### src/rtl/mst_fifo_ctl_if.sv
// rtl/mst_fifo_ctl_if.sv - FT60x master FIFO pad-side and stream-side signal bundle
interface mst_fifo_ctl_if #(
    parameter int DW  = 16,
    parameter int BEW = DW / 8
);
    logic           txe_n;
    logic           rxf_n;
    logic [DW-1:0]  idata;
    logic [BEW-1:0] ibe;
    logic [DW-1:0]  odata;
    logic [BEW-1:0] obe;
    logic           dt_oe_n;
    logic           be_oe_n;
    logic           wr_n;
    logic           rd_n;
    logic           oe_n;
    logic           tx_vld;
    logic           tx_rdy;
    logic [DW-1:0]  tx_dat;
    logic [BEW-1:0] tx_be;
    logic           rx_vld;
    logic [DW-1:0]  rx_dat;
    logic [BEW-1:0] rx_be;
    logic           rx_afull;
    logic [31:0]    wr_cnt;
    logic [31:0]    rd_cnt;

    modport master (
        input  txe_n, rxf_n, idata, ibe, tx_vld, tx_dat, tx_be, rx_afull,
        output odata, obe, dt_oe_n, be_oe_n, wr_n, rd_n, oe_n,
               tx_rdy, rx_vld, rx_dat, rx_be, wr_cnt, rd_cnt
    );

    modport slave (
        output txe_n, rxf_n, idata, ibe, tx_vld, tx_dat, tx_be, rx_afull,
        input  odata, obe, dt_oe_n, be_oe_n, wr_n, rd_n, oe_n,
               tx_rdy, rx_vld, rx_dat, rx_be, wr_cnt, rd_cnt
    );
endinterface

### src/rtl/mst_fifo_ctl.sv
// rtl/mst_fifo_ctl.sv - FT60x master FIFO bus controller with fair R/W arbitration
// Transfer counters are built only when MST_FIFO_CNT_EN is defined.
module mst_fifo_ctl #(
    parameter int DW       = 16,
    parameter int BEW      = DW / 8,
    parameter int MAXBURST = 256
) (
    input  logic           clk,
    input  logic           rst,
    mst_fifo_ctl_if.master bus
);
    localparam int             BCW   = $clog2(MAXBURST + 1);
    localparam logic [BCW-1:0] MAXB  = BCW'(MAXBURST);
    localparam logic [BCW-1:0] LASTB = BCW'(MAXBURST - 1);

    typedef enum logic [2:0] {IDLE, WR, RD_TA, RD, GAP} state_t;

    state_t         state, state_nxt;
    logic [BCW-1:0] bcnt;
    logic           last_rd, cur_rd, cur_rd_nxt;
    logic           rd_req, wr_req, wr_go, rd_go;
    logic           wr_xfer, rd_cap;

    logic           wr_n, rd_n, oe_n, dt_oe_n, be_oe_n, tx_rdy;
    logic [DW-1:0]  odata;
    logic [BEW-1:0] obe;
    logic           rx_vld;
    logic [DW-1:0]  rx_dat;
    logic [BEW-1:0] rx_be;

    assign rd_req = !bus.rxf_n && !bus.rx_afull;
    assign wr_req = !bus.txe_n && bus.tx_vld;
    assign wr_go  = wr_req && (bcnt < MAXB);
    assign rd_go  = rd_req && (bcnt < MAXB);

    always_ff @(posedge clk) begin
        if (rst) begin
            state <= IDLE;
        end else begin
            state <= state_nxt;
        end
    end

    always_comb begin
        state_nxt  = state;
        cur_rd_nxt = cur_rd;
        wr_n       = 1'b1;
        rd_n       = 1'b1;
        oe_n       = 1'b1;
        dt_oe_n    = 1'b1;
        be_oe_n    = 1'b1;
        odata      = '0;
        obe        = '0;
        tx_rdy     = 1'b0;
        wr_xfer    = 1'b0;
        rd_cap     = 1'b0;
        case (state)
            IDLE: begin
                // On a conflict the direction not served last wins.
                if (rd_req && (!wr_req || !last_rd)) begin
                    state_nxt  = RD_TA;
                    cur_rd_nxt = 1'b1;
                end else if (wr_req) begin
                    state_nxt  = WR;
                    cur_rd_nxt = 1'b0;
                end
            end
            WR: begin
                dt_oe_n = 1'b0;
                be_oe_n = 1'b0;
                odata   = bus.tx_dat;
                obe     = bus.tx_be;
                wr_n    = !wr_go;
                tx_rdy  = wr_go;
                wr_xfer = wr_go;
                if (!wr_go || bcnt == LASTB) state_nxt = GAP;
            end
            RD_TA: begin
                // Pads already released; the device gets one cycle to drive before rd_n.
                oe_n      = 1'b0;
                state_nxt = RD;
            end
            RD: begin
                oe_n   = 1'b0;
                rd_n   = !rd_go;
                rd_cap = rd_go;
                if (!rd_go || bcnt == LASTB) state_nxt = GAP;
            end
            GAP:     state_nxt = IDLE;
            default: state_nxt = IDLE;
        endcase
    end

    always_ff @(posedge clk) begin
        if (rst) begin
            bcnt    <= '0;
            last_rd <= 1'b0;
            cur_rd  <= 1'b0;
            rx_vld  <= 1'b0;
            rx_dat  <= '0;
            rx_be   <= '0;
        end else begin
            cur_rd <= cur_rd_nxt;
            if (state == GAP) begin
                bcnt    <= '0;
                last_rd <= cur_rd;
            end else if (wr_xfer || rd_cap) begin
                bcnt <= bcnt + BCW'(1);
            end
            rx_vld <= rd_cap;
            if (rd_cap) begin
                rx_dat <= bus.idata;
                rx_be  <= bus.ibe;
            end
        end
    end

`ifdef MST_FIFO_CNT_EN
    logic [31:0] wr_cnt_q, rd_cnt_q;

    always_ff @(posedge clk) begin
        if (rst) begin
            wr_cnt_q <= '0;
            rd_cnt_q <= '0;
        end else begin
            if (wr_xfer) wr_cnt_q <= wr_cnt_q + 32'd1;
            if (rd_cap)  rd_cnt_q <= rd_cnt_q + 32'd1;
        end
    end

    assign bus.wr_cnt = wr_cnt_q;
    assign bus.rd_cnt = rd_cnt_q;
`else
    assign bus.wr_cnt = '0;
    assign bus.rd_cnt = '0;
`endif

    assign bus.wr_n    = wr_n;
    assign bus.rd_n    = rd_n;
    assign bus.oe_n    = oe_n;
    assign bus.dt_oe_n = dt_oe_n;
    assign bus.be_oe_n = be_oe_n;
    assign bus.odata   = odata;
    assign bus.obe     = obe;
    assign bus.tx_rdy  = tx_rdy;
    assign bus.rx_vld  = rx_vld;
    assign bus.rx_dat  = rx_dat;
    assign bus.rx_be   = rx_be;
endmodule

### src/flat_wrapper.sv
// flat-port wrapper written by rule: the top's interface ports become plain ports
module mst_fifo_ctl_flat 
#(
    parameter int DW       = 16,
    parameter int BEW      = DW / 8,
    parameter int MAXBURST = 256
)
  (clk, rst, bus_txe_n, bus_rxf_n, bus_idata, bus_ibe, bus_tx_vld, bus_tx_dat, bus_tx_be, bus_rx_afull, bus_odata, bus_obe, bus_dt_oe_n, bus_be_oe_n, bus_wr_n, bus_rd_n, bus_oe_n, bus_tx_rdy, bus_rx_vld, bus_rx_dat, bus_rx_be, bus_wr_cnt, bus_rd_cnt);
  mst_fifo_ctl_if #(.DW(DW), .BEW(BEW)) bus_i ();
  input  logic clk;
  input  logic rst;
  input wire logic [$bits(bus_i.txe_n)-1:0] bus_txe_n;
  input wire logic [$bits(bus_i.rxf_n)-1:0] bus_rxf_n;
  input wire logic [$bits(bus_i.idata)-1:0] bus_idata;
  input wire logic [$bits(bus_i.ibe)-1:0] bus_ibe;
  input wire logic [$bits(bus_i.tx_vld)-1:0] bus_tx_vld;
  input wire logic [$bits(bus_i.tx_dat)-1:0] bus_tx_dat;
  input wire logic [$bits(bus_i.tx_be)-1:0] bus_tx_be;
  input wire logic [$bits(bus_i.rx_afull)-1:0] bus_rx_afull;
  output wire logic [$bits(bus_i.odata)-1:0] bus_odata;
  output wire logic [$bits(bus_i.obe)-1:0] bus_obe;
  output wire logic [$bits(bus_i.dt_oe_n)-1:0] bus_dt_oe_n;
  output wire logic [$bits(bus_i.be_oe_n)-1:0] bus_be_oe_n;
  output wire logic [$bits(bus_i.wr_n)-1:0] bus_wr_n;
  output wire logic [$bits(bus_i.rd_n)-1:0] bus_rd_n;
  output wire logic [$bits(bus_i.oe_n)-1:0] bus_oe_n;
  output wire logic [$bits(bus_i.tx_rdy)-1:0] bus_tx_rdy;
  output wire logic [$bits(bus_i.rx_vld)-1:0] bus_rx_vld;
  output wire logic [$bits(bus_i.rx_dat)-1:0] bus_rx_dat;
  output wire logic [$bits(bus_i.rx_be)-1:0] bus_rx_be;
  output wire logic [$bits(bus_i.wr_cnt)-1:0] bus_wr_cnt;
  output wire logic [$bits(bus_i.rd_cnt)-1:0] bus_rd_cnt;
  assign bus_i.txe_n = bus_txe_n;
  assign bus_i.rxf_n = bus_rxf_n;
  assign bus_i.idata = bus_idata;
  assign bus_i.ibe = bus_ibe;
  assign bus_i.tx_vld = bus_tx_vld;
  assign bus_i.tx_dat = bus_tx_dat;
  assign bus_i.tx_be = bus_tx_be;
  assign bus_i.rx_afull = bus_rx_afull;
  assign bus_odata = bus_i.odata;
  assign bus_obe = bus_i.obe;
  assign bus_dt_oe_n = bus_i.dt_oe_n;
  assign bus_be_oe_n = bus_i.be_oe_n;
  assign bus_wr_n = bus_i.wr_n;
  assign bus_rd_n = bus_i.rd_n;
  assign bus_oe_n = bus_i.oe_n;
  assign bus_tx_rdy = bus_i.tx_rdy;
  assign bus_rx_vld = bus_i.rx_vld;
  assign bus_rx_dat = bus_i.rx_dat;
  assign bus_rx_be = bus_i.rx_be;
  assign bus_wr_cnt = bus_i.wr_cnt;
  assign bus_rd_cnt = bus_i.rd_cnt;
  mst_fifo_ctl #(.DW(DW), .BEW(BEW), .MAXBURST(MAXBURST)) u_core (.clk(clk), .rst(rst), .bus(bus_i));
endmodule
### config.mk
export PLATFORM = sky130hd
export DESIGN_NAME = mst_fifo_ctl_flat
export DESIGN_NICKNAME = d
export VERILOG_FILES = /design/src/rtl/mst_fifo_ctl_if.sv /design/src/rtl/mst_fifo_ctl.sv /design/src/flat_wrapper.sv
export SDC_FILE = /design/constraint.sdc
export NUM_CORES = 1
export LEC_CHECK = 0
export CORE_MARGIN = 2
export CORE_UTILIZATION = 37
export CTS_CLUSTER_DIAMETER = 60
export CTS_CLUSTER_SIZE = 12
export DETAILED_ROUTE_END_ITERATION = 12
export PLACE_DENSITY_LB_ADDON = 0.08
export SYNTH_ARGS = -nofsm -noshare
export SYNTH_HDL_FRONTEND = slang
export SYNTH_SLANG_ARGS = --single-unit
### constraint.sdc
create_clock -name clk -period 4.42 [get_ports clk]
set_input_delay 0.884 -clock clk [delete_from_list [all_inputs] [get_ports clk]]
set_output_delay 0.884 -clock clk [all_outputs]
set_load 0.01 [all_outputs]
# Word level (Yosys, flattened, before mapping)

Index checks and enable logic that the tools add are counted.

$add $sub $neg: 1
$mul: 0
Divide/modulo/power cells: 0
Magnitude comparators: 1
Equality and inequality tests: 8
Shift-type cells: 0
Multiplexer cells: 15
Bitwise gates (word level): 0
Reductions and logical operators: 22

Operator list:

| operator                                       | count |
|---|---|
| two-way mux 16 bit                             | 1 |
| two-way mux 3 bit                              | 4 |
| one-hot mux 3 bit (4 select lines)             | 1 |
| adder 9 x 1 -> 9 bit (second input constant)   | 1 |
| == test 9 x 8 -> 1 bit (second input constant) | 1 |
| < comparator 9 bit (second input constant)     | 1 |
| two-way mux 1 bit                              | 8 |
| logical NOT 1 bit                              | 7 |
| == test 3 x 2 -> 1 bit (second input constant) | 2 |
| logical AND 1 bit                              | 5 |
| logical OR 1 bit                               | 4 |
| != test 2 x 1 -> 1 bit (second input constant) | 2 |
| OR reduction 2 bit                             | 2 |
| == test 3 x 1 -> 1 bit (second input constant) | 1 |
| == test 3 bit (second input constant)          | 1 |
| logical NOT 3 bit                              | 1 |
| != test 3 x 1 -> 1 bit (second input constant) | 1 |
| AND reduction 3 bit                            | 1 |
| two-way mux 2 bit                              | 1 |
| AND reduction 2 bit                            | 1 |
| nonzero test 2 bit                             | 1 |

Register bits: 33
Bits in latches: 0
RAM bits: 0
ROM bits: 0
Memories kept: 0

# Depth between registers and ports, before layout

Word-level depth: 7
Depth in mapped cells: 7
Mapped depth without buffers: 7

# Worst setup path before layout

No wires, ideal clock.

Path type: input to output
Start point: input bus_rx_afull
End point: output bus_rd_n
Arrival: 1.640 ns
Data required time: 3.536 ns
Setup slack: 1.896 ns
Stages on the path: 5
Cells stage by stage: nor3b_4 and2_2 buf_4 inv_1 buf_2

Cells in the longest elaborated chain, start to end: 5

Ends and longest elaborated chain:

| item              | RTL line           | source |
|---|---|---|
| start, declared   | flat_wrapper.sv:19 | `input wire logic [$bits(bus_i.rx_afull)-1:0] bus_rx_afull;` |
| logical NOT 1 bit | mst_fifo_ctl.sv:31 | `assign rd_req = !bus.rxf_n && !bus.rx_afull;` |
| logical AND 1 bit | mst_fifo_ctl.sv:31 |  |
| logical AND 1 bit | mst_fifo_ctl.sv:34 | `assign rd_go = rd_req && (bcnt < MAXB);` |
| logical NOT 1 bit | mst_fifo_ctl.sv:85 | `rd_n = !rd_go;` |
| two-way mux 1 bit | mst_fifo_ctl.sv:57 | `case (state)` |
| end, declared     | flat_wrapper.sv:25 | `output wire logic [$bits(bus_i.rd_n)-1:0] bus_rd_n;` |

Every way passes these cells.

# Final worst setup path

Ends and elaborated chain as after synthesis.

==> metrics <==
antenna violations before repair=0; CTS tree=done; required time of the worst setup path=3.54 ns; CP endpoint kind=output pin; clock buffer count from CTS=5; Layout area overhead=35.7%; Routed WL=4.24 mm; RePlAce Congestion=0.757; Period minus WS final=3.54 ns; CORE AREA=5170 um^2; vias per inst=3.96; Slew Viols, Final=0; CTS Sinks=33; initial detailed-routing violation count=36; Worst VDD drop=0.000203 V; Hold WC Path Type=reg2reg; DR WL/cell=10.5 um; final setup violation count=0; # IOs=149; # rows=26; Clock H-tree levels=2; worst skew pair latency=0.28 ns; critical path's slowest cell=clkdlybuf4s50_1; fin util=52.6%; fmax=283 MHz; slew margin rel.=41.1%; most common cell after layout, fill and taps aside=clkdlybuf4s50_1; pin count of the biggest net entering global routing=26; gr ovfl total=0; Clk pin slew, worst setup/hold paths=0.07 ns; Die H=77.6 um; fin crit share=80.0%; Syn Area/Cell=7.99 um^2; Final Skew=0.00229 ns; number of global-route vias before repair=1,403; Final Hold Fails=0; Ant. Diodes=0; setup TNS=0 ns; Leak=0.00106 uW; Slew @ Worst Pin=0.881 ns; final net count=375; Critical Path Start Type=input port; number of synthesized register bits=33; Seq/Total Area, Yosys=33.0%; critical path type=in2out; commonest non-fill, non-tap cells in the layout=clkdlybuf4s50_1, conb_1, nand2_1; flop-to-flop setup slack=2.57 ns; buffers inserted by post-CTS timing repair=0; layout cell share with drive strength beyond 1=5.12%; status=completed; max cap viols=0; Critical Path Max Stage Delay=0.49 ns; YS warnings=0; Max clock buf depth=2; Async SR Flop Fraction=0%; ANT nets after route=0; Cell Pwr Density=254 nW/um^2; Initial Utilization=38.8%; Top delay family on crit path=buffers and inverters; port bufs=84; Unique masters post-synth=41; unrepaired setup endpoints after global routing=false; total track usage=13.5%; post-synthesis cell area=2000 um^2; CP max FO=19; critical path arrival=2.65 ns; cts repair resizes=0; critical-path cell list=clkdlybuf4s50_1 > nor3b_4 > and2_2 > inv_1 > clkdlybuf4s50_1; ys flop type=dfxtp_1; Post-Synthesis Cells=251; first-pass GRT wire length=6.63 mm; cts hold-fix bufs=0; die area=6020 um^2; Root Driver=clkbuf_8; CP bufs+invs=3; Die Wd=77.6 um; Crit path top cell by count=clkdlybuf4s50_1; DRC viols=0; post-DP HPWL=3.27 mm; number of synthesized flops with an enable pin=0; DR vias=1,593; TritonRoute pass-1 iters=4
-- cell usage after synthesis (3+ instances only) --
cell | n | share of area [%]
nor2_1 | 13 | 2.4
nand2_1 | 42 | 7.9
clkbuf_1 | 5 | 0.94
and2_1 | 19 | 5.9
dfxtp_1 | 33 | 33
o21ai_0 | 3 | 0.75
buf_4 | 67 | 25
inv_1 | 5 | 0.94
a21oi_1 | 22 | 5.5
-- worst register-to-register path, stage by stage, from the launching register on --
cell     delay [ns]
dfxtp_1        0.50
nor3b_4        0.33
and2_2         0.40
inv_1          0.10
buf_4          0.22
nand2_1        0.09
a21oi_1        0.06
-- flip-flops by register name, summed over array words and instances (netlist names) --
register,flops
u_core.cur_rd,1
u_core.bus.rx_vld,1
u_core.bus.rx_dat,16
u_core.last_rd,1
u_core.bcnt,9
u_core.bus.rx_be,2
u_core.state,3
-- area by class of cell --
cell class / count / area, um^2
Timing Repair Buffer: 85 / 848
Fill cell: 518 / 2450
Tap cell: 70 / 87.6
Sequential cell: 33 / 661
Multi-Input combinational cell: 201 / 1020
Clock buffer: 5 / 68.8
Inverter: 5 / 18.8
Clock inverter: 3 / 17.5
-- final timing paths --
| check | start | endpoint | depth (start not counted) |
|---|---|---|---|
| setup / recovery | bus_rx_afull | bus_rd_n | 5 |
| hold / removal | u_core.bus.rx_dat[7]$_SDFFE_PP0P_ | u_core.bus.rx_dat[7]$_SDFFE_PP0P_ | 2 |
| setup reg to reg | u_core.state[1]$_SDFFE_PP0P_ | u_core.bus.rx_dat[12]$_SDFFE_PP0P_ | 6 |
| hold reg to reg | u_core.bus.rx_dat[7]$_SDFFE_PP0P_ | u_core.bus.rx_dat[7]$_SDFFE_PP0P_ | 2 |
-- metal layers --
layer	wire [um]	track usage [%]	vias up	part of all wire, %
met5	0	0	-	0
met4	23	3.75	0	0.54
met3	265	3.84	5	6.3
met2	2140	23.4	60	51
met1	1810	16.3	684	43
li1	-	-	844	-
-- cell families (layout without fill, tap and decap cells) --
kind of cell / after synthesis / after routing / share of synthesized area [%]
multiplexers: 2 / 2 / 0.999
buffers and inverters: 80 / 98 / 28.0
other: 1 / 64 / 0.187
flip-flops: 33 / 33 / 33.0
AND/OR/NAND/NOR: 91 / 91 / 23.2
adder cells (fa/ha/maj): 2 / 2 / 1.25
XOR/XNOR: 3 / 3 / 1.31
AO/OA/AOI/OAI: 39 / 39 / 12.0
-- where the power goes --
group          switching (uW)  internal, uW  total, uW
sequential               7.51           303        310
combinational            76.2          85.0        161
clock                     111           109        219
total                     195           496        691
-- metrics by stage --
| step | area [um^2] | power (uW) | hold slack, ns | setup slack, ns | instances |
|---|---|---|---|---|---|
| after CTS | 2720 | 703 | 0.457 | 0.848 | 402 |
| after detailed placement | 2630 | 479 | 0.447 | 0.854 | 394 |
| final | 2720 | 691 | 0.453 | 0.882 | 402 |
| after global placement | 2630 | 479 | 0.442 | 0.865 | 394 |
| after floorplan | 2240 | 441 | 0.448 | 1.90 | 314 |
| after global routing | 2720 | 735 | 0.476 | 0.751 | 402 |
No activity file was read; power rests on OpenSTA's default activity.
